<file path="config.mk">
export PLATFORM = sky130hd
export DESIGN_NAME = fetch_ctrl
export DESIGN_NICKNAME = d
export VERILOG_FILES = /design/src/rtl/pipe_pkg.sv /design/src/rtl/int_seq.sv /design/src/rtl/fetch_ctrl.sv
export SDC_FILE = /design/constraint.sdc
export NUM_CORES = 1
export LEC_CHECK = 0
export CAP_MARGIN = 20
export CORE_MARGIN = 4
export CORE_UTILIZATION = 40
export DETAILED_ROUTE_END_ITERATION = 7
export GPL_TIMING_DRIVEN = 0
export PLACE_DENSITY = 0.74
export SLEW_MARGIN = 40
export SYNTH_ARGS = -nofsm -noshare
export SYNTH_HDL_FRONTEND = slang
export SYNTH_HIERARCHICAL = 1
export SYNTH_SLANG_ARGS = --single-unit
</file>
<file path="constraint.sdc">
create_clock -name clk -period 5.25 [get_ports clk]
set_input_delay 1.05 -clock clk [delete_from_list [all_inputs] [get_ports clk]]
set_output_delay 1.05 -clock clk [all_outputs]
set_load 0.005 [all_outputs]
</file>
<file path="src/rtl/pipe_pkg.sv">
// Shared fetch-stage types: FSM states, NOP encoding and the IF/ID record.
package pipe_pkg;

  localparam int unsigned PC_W    = 16;
  localparam int unsigned INSTR_W = 16;
  localparam int unsigned CNT_W   = 3;

  localparam logic [INSTR_W-1:0] NOP = '0;

  typedef enum logic [1:0] {
    RUN,
    DRAIN,
    VEC
  } state_t;

  typedef struct packed {
    logic               valid;
    logic [INSTR_W-1:0] instr;
    logic [PC_W-1:0]    pc;
  } ifid_t;

endpackage

</file>
<file path="src/rtl/int_seq.sv">
// Interrupt entry sequencer: drains the pipeline, then hands the vector
// fetch back to fetch_ctrl and raises a one-cycle inject/ack pair.
module int_seq
  import pipe_pkg::*;
#(
  parameter int unsigned DRAIN_CYC = 2
) (
  input  logic            clk,
  input  logic            rst,
  input  logic            stall,
  input  logic            flush,
  input  logic            redirect_valid,
  input  logic [PC_W-1:0] redirect_pc,
  input  logic            int_req,
  input  logic [PC_W-1:0] pc,
  output state_t          state,
  output logic [PC_W-1:0] ret_pc,
  output logic            take_c,
  output logic            int_inject,
  output logic            int_ack
);

  logic [CNT_W-1:0] cnt;

  // Entry is only taken on a cycle the fetch stage would otherwise advance.
  assign take_c = (state == RUN) && int_req && !stall && !flush;

  // Sequencer state, drain counter and captured return PC.
  always_ff @(posedge clk) begin
    if (rst) begin
      state      <= RUN;
      cnt        <= '0;
      ret_pc     <= '0;
      int_inject <= 1'b0;
      int_ack    <= 1'b0;
    end else begin
      int_inject <= 1'b0;
      int_ack    <= 1'b0;
      unique case (state)
        RUN: begin
          if (take_c) begin
            ret_pc <= pc;
            cnt    <= CNT_W'(DRAIN_CYC - 1);
            state  <= DRAIN;
          end
        end
        DRAIN: begin
          // A branch resolving while draining moves the return point.
          if (flush && redirect_valid) ret_pc <= redirect_pc;
          if (!(stall && !flush)) begin
            if (cnt == '0) state <= VEC;
            else           cnt   <= cnt - CNT_W'(1);
          end
        end
        VEC: begin
          if (flush) begin
            if (redirect_valid) ret_pc <= redirect_pc;
          end else if (!stall) begin
            int_inject <= 1'b1;
            int_ack    <= 1'b1;
            state      <= RUN;
          end
        end
        default: state <= RUN;
      endcase
    end
  end

endmodule

</file>
<file path="src/rtl/fetch_ctrl.sv">
// Fetch-stage controller: PC register, IF/ID buffer, stall/flush handling.
// Interrupt sequencing is built only when FETCH_INT_EN is defined.
module fetch_ctrl
  import pipe_pkg::*;
#(
  parameter logic [PC_W-1:0] RESET_PC     = 16'h0020,
  parameter logic [PC_W-1:0] INT_VEC_ADDR = 16'h0001,
  parameter int unsigned     DRAIN_CYC    = 2
) (
  input  logic               clk,
  input  logic               rst,
  input  logic               stall,
  input  logic               flush,
  input  logic               redirect_valid,
  input  logic [PC_W-1:0]    redirect_pc,
  input  logic               int_req,
  output logic [PC_W-1:0]    imem_addr,
  input  logic [INSTR_W-1:0] imem_data,
  output logic               ifid_valid,
  output logic [INSTR_W-1:0] ifid_instr,
  output logic [PC_W-1:0]    ifid_pc,
  output logic               int_inject,
  output logic               int_ack
);

  state_t          state;
  logic [PC_W-1:0] pc;
  logic [PC_W-1:0] pc_inc;
  logic [PC_W-1:0] ret_pc;
  logic            take_c;
  ifid_t           ifid;

`ifdef FETCH_INT_EN
  int_seq #(
    .DRAIN_CYC(DRAIN_CYC)
  ) u_int_seq (
    .clk           (clk),
    .rst           (rst),
    .stall         (stall),
    .flush         (flush),
    .redirect_valid(redirect_valid),
    .redirect_pc   (redirect_pc),
    .int_req       (int_req),
    .pc            (pc),
    .state         (state),
    .ret_pc        (ret_pc),
    .take_c        (take_c),
    .int_inject    (int_inject),
    .int_ack       (int_ack)
  );
`else
  logic unused_int;
  assign state      = RUN;
  assign ret_pc     = '0;
  assign take_c     = 1'b0;
  assign int_inject = 1'b0;
  assign int_ack    = 1'b0;
  assign unused_int = ^{int_req, CNT_W'(DRAIN_CYC)};
`endif

  assign pc_inc     = pc + PC_W'(1);
  assign imem_addr  = (state == VEC) ? INT_VEC_ADDR : pc;
  assign ifid_valid = ifid.valid;
  assign ifid_instr = ifid.instr;
  assign ifid_pc    = ifid.pc;

  // PC and IF/ID update; flush beats stall in every state.
  always_ff @(posedge clk) begin
    if (rst) begin
      pc   <= RESET_PC;
      ifid <= '{valid: 1'b0, instr: NOP, pc: '0};
    end else begin
      unique case (state)
        RUN: begin
          if (flush) begin
            ifid.valid <= 1'b0;
            ifid.instr <= NOP;
            if (redirect_valid) pc <= redirect_pc;
          end else if (!stall) begin
            if (take_c) begin
              ifid.valid <= 1'b0;
              ifid.instr <= NOP;
            end else begin
              ifid <= '{valid: 1'b1, instr: imem_data, pc: pc_inc};
              pc   <= pc_inc;
            end
          end
        end
        DRAIN: begin
          ifid.valid <= 1'b0;
          ifid.instr <= NOP;
        end
        VEC: begin
          if (flush) begin
            ifid.valid <= 1'b0;
            ifid.instr <= NOP;
          end else if (!stall) begin
            pc   <= PC_W'(imem_data);
            ifid <= '{valid: 1'b1, instr: NOP, pc: ret_pc};
          end
        end
        default: begin
          ifid.valid <= 1'b0;
          ifid.instr <= NOP;
        end
      endcase
    end
  end

endmodule

</file>
==> results of run 1 <==
-- cell families (layout without fill, tap and decap cells) --
kind of cell	Yosys count	count (layout)	share of synthesized area
xor+xnor	12	12	0.04526
mux	18	18	0.07759
other cells	1	2	0.001615
fa+ha+maj	1	1	0.005387
buf+inv	30	121	0.06573
compound gates	64	64	0.1843
flops	49	49	0.4224
simple gates	94	94	0.1977
-- worst max-delay path, cell delays in order --
cell and delay (ns):
clkdlybuf4s50_1 0.45, and2_1 0.17, clkbuf_1 0.20, nor2_1 0.36
buf_2 0.32, nor2_1 0.06, a32o_1 0.22
-- layout by cell type, fill, tap and decap left out, types with 8 or more instances in the layout --
master / count
dfxtp_1: 49
clkbuf_1: 12
nand4_1: 8
buf_2: 8
a211oi_1: 8
nor2_1: 39
nand3_1: 10
a21oi_1: 17
nand2_1: 15
clkdlybuf4s50_1: 83
o21ai_0: 13
mux2i_1: 18
-- layer usage --
layer  GRT usage  vias to the layer above  wire length [um]
li1            -                     1150                 -
met1      0.2283                     1054              2929
met2      0.2912                      102              2902
met3     0.06771                       13               717
met4     0.06579                        0               103
met5           0                        -                 0
-- stage by stage --
step | worst slack, ns | utilization | cells | hold WS, ns | power (uW)
2_1_floorplan | 3.012 | - | 270 | 0.4466 | 486.7
3_3_place_gp | 2.269 | 0.5825 | 425 | 0.4367 | 571.8
3_5_place_dp | 2.300 | 0.5825 | 425 | 0.4464 | 574.1
4_1_cts | 2.625 | 0.6040 | 433 | 0.4614 | 854.3
5_1_grt | 2.502 | 0.6040 | 433 | 0.4942 | 884.9
6_report | 2.607 | 0.6040 | 433 | 0.4562 | 848.9
-- area by class of cell --
type | instances | share of cell area
Buffer | 27 | 0.04199
Clock buffer | 6 | 0.02453
Clock inverter | 2 | 0.01115
Inverter | 3 | 0.003344
Multi-Input combinational cell | 191 | 0.3541
Sequential cell | 49 | 0.2913
Tap cell | 72 | 0.02676
Timing Repair Buffer | 83 | 0.2467
-- where the power goes --
part | internal (uW) | switching, uW | total [uW]
logic | 88.7 | 66.7 | 155
clock network | 155 | 128 | 283
registers | 392 | 18.3 | 410
total | 636 | 213 | 849
-- state kept, by name, summed over array words and instances (netlist names) --
register    cells
ifid_instr     16
ifid_pc        16
ifid_valid      1
imem_addr      16
-- worst paths after layout --
path / start / end / slack [ns] / depth (start not counted)
worst max-delay path: redirect_valid / imem_addr[7] / 2.61 / 7
worst min-delay path: ifid_valid / ifid_valid / 0.46 / 2
worst max register to register: imem_addr[0] / imem_addr[14] / 3.30 / 7
worst min register to register: ifid_valid / ifid_valid / 0.46 / 2
==> impl_metrics.csv, run 1 <==
group,metric,value,unit
cells_and_area,area_growth,44.99,%
floorplanning,ios,89,
sta,worst_slew_pin_slew,0.6381,ns
clocking,tritoncts,"yes",
placement,port_buffers,83,
critical_path,crit_path_end_kind,"register",
critical_path,critPathRequiredTime,5.46,ns
cells_and_area,multi_input_area,1192,um^2
sta,finalHoldViolCount,0,
drt,via_count,2319,
floorplanning,die_x,84.20,um
global_routing,overflow,0,
clocking,htreeDepth,2,
global_routing,grt_pass1_vias,2232,
cells_and_area,seqCellArea,980.9,um^2
critical_path,crit_fanout,10,
logic_synthesis,synthFlopType,"dfxtp_1",
drt,drc,0,
placement,placed_area,3247,um^2
sta,setup_tns,0,ns
floorplanning,fp-row-count,27,
sta,finClkSkew,0.01070,ns
floorplanning,dieArea,7089,um^2
cells_and_area,finalNetCount,399,
cells_and_area,final.fill_count,509,
drt,drtPass1Iterations,5,
pwr,peakVddDrop,0.1952,mV
clocking,clk_pin_slew,0.09,ns
critical_path,worstSetupPathType,"input pin to register",
global_routing,antenna_found_initial,0,
logic_synthesis,yosys.area.top_type_share,0.4224,
pwr,p_per_area,252.1,nW/um^2
logic_synthesis,syn-instance-count,269,
logic_synthesis,postSynthAreaPerCell,8.633,um^2
clocking,cts_hold_buf,0,
clocking,clkSinkCount,49,
logic_synthesis,synth_cell_type_count,50,
logic_synthesis,synthTopCellsByArea,"dfxtp_1, mux2i_1, nor2_1",
drt,antenna_left,0,
flow_run,drv_cap,0,
pwr,p_leak,0.001236,uW
logic_synthesis,synthTopCellsByCount,"dfxtp_1, nor2_1, mux2i_1, a21oi_1, nand2_1",
logic_synthesis,synth.most_common_cell,"dfxtp_1",
floorplanning,coreArea,5574,um^2
global_routing,grt_pass1_wl,10700,um
drt,drt_iter0_markers,177,
logic_synthesis,ys_async_sr_fraction,0,
placement,place_congestion,0.8668,
sta,post-route-period-util,0.5035,
logic_synthesis,syn-cell-area,2322,um^2
critical_path,cp-start-kind,"input pin",
global_routing,grt_max_degree,16,
placement,place_hpwl,4950,um
sta,slew_headroom,0.5707,
sta,rsz0062_at_grt,"no",
hold_path,worstHoldPathType,"register to register",
logic_synthesis,ys_ff_latch,49,
clocking,ctsRootBufferMaster,"clkbuf_8",
sta,maxSlewViolCount,0,
clocking,cts_made_buffers,5,
sta,max_freq,378.3,MHz
cells_and_area,design_area,3367,um^2
logic_synthesis,yosysWarnings,6,
logic_synthesis,synth-seq-area-share,0.4224,
run_status,status,"finished, final reports clean",
floorplanning,initial_utilization,0.4166,
logic_synthesis,synth_top_area_cell,"dfxtp_1",
drt,via_per_inst,5.356,
floorplanning,fp.dieH,84.20,um
cells_and_area,final_layout_size_suffix_gt1_frac,0.07202,
sta,period_needed,2.643,ns
drt,routedWlPerCell,15.36,um
clocking,clk_path_buf_depth,2,
clocking,cts_resized,0,
global_routing,track_usage,0.1834,
cells_and_area,n_antenna_cell,0,
logic_synthesis,synth_edf_count,0,
clocking,clk_latency,0.31,ns
drt,wl,6652,um
clocking,post_cts.repair.setup_buffers,0,
critical_path,worstPathArrival,2.85,ns
sta,setup_viol,0,
Note: power is estimated with default switching activity, not from simulation.
==> run 2: changes to the inputs <==
==> constraint.sdc (replaced) <==
create_clock -name clk -period 2.5 [get_ports clk]
set_input_delay 0.5 -clock clk [delete_from_list [all_inputs] [get_ports clk]]
set_output_delay 0.5 -clock clk [all_outputs]
set_load 0.005 [all_outputs]
==> results of run 2 <==
Same layout as run 1 (identical final DEF). Status: finished, final reports clean.
Main changes from that run: setup slack after placement 2.300 ns -> 0.1001 ns; setup slack after layout 2.607 ns -> 0.4068 ns; register-to-register setup slack 3.30 ns -> 0.55 ns; total power 848.9 uW -> 1783 uW; worst IR drop on VDD 0.1952 mV -> 0.4099 mV
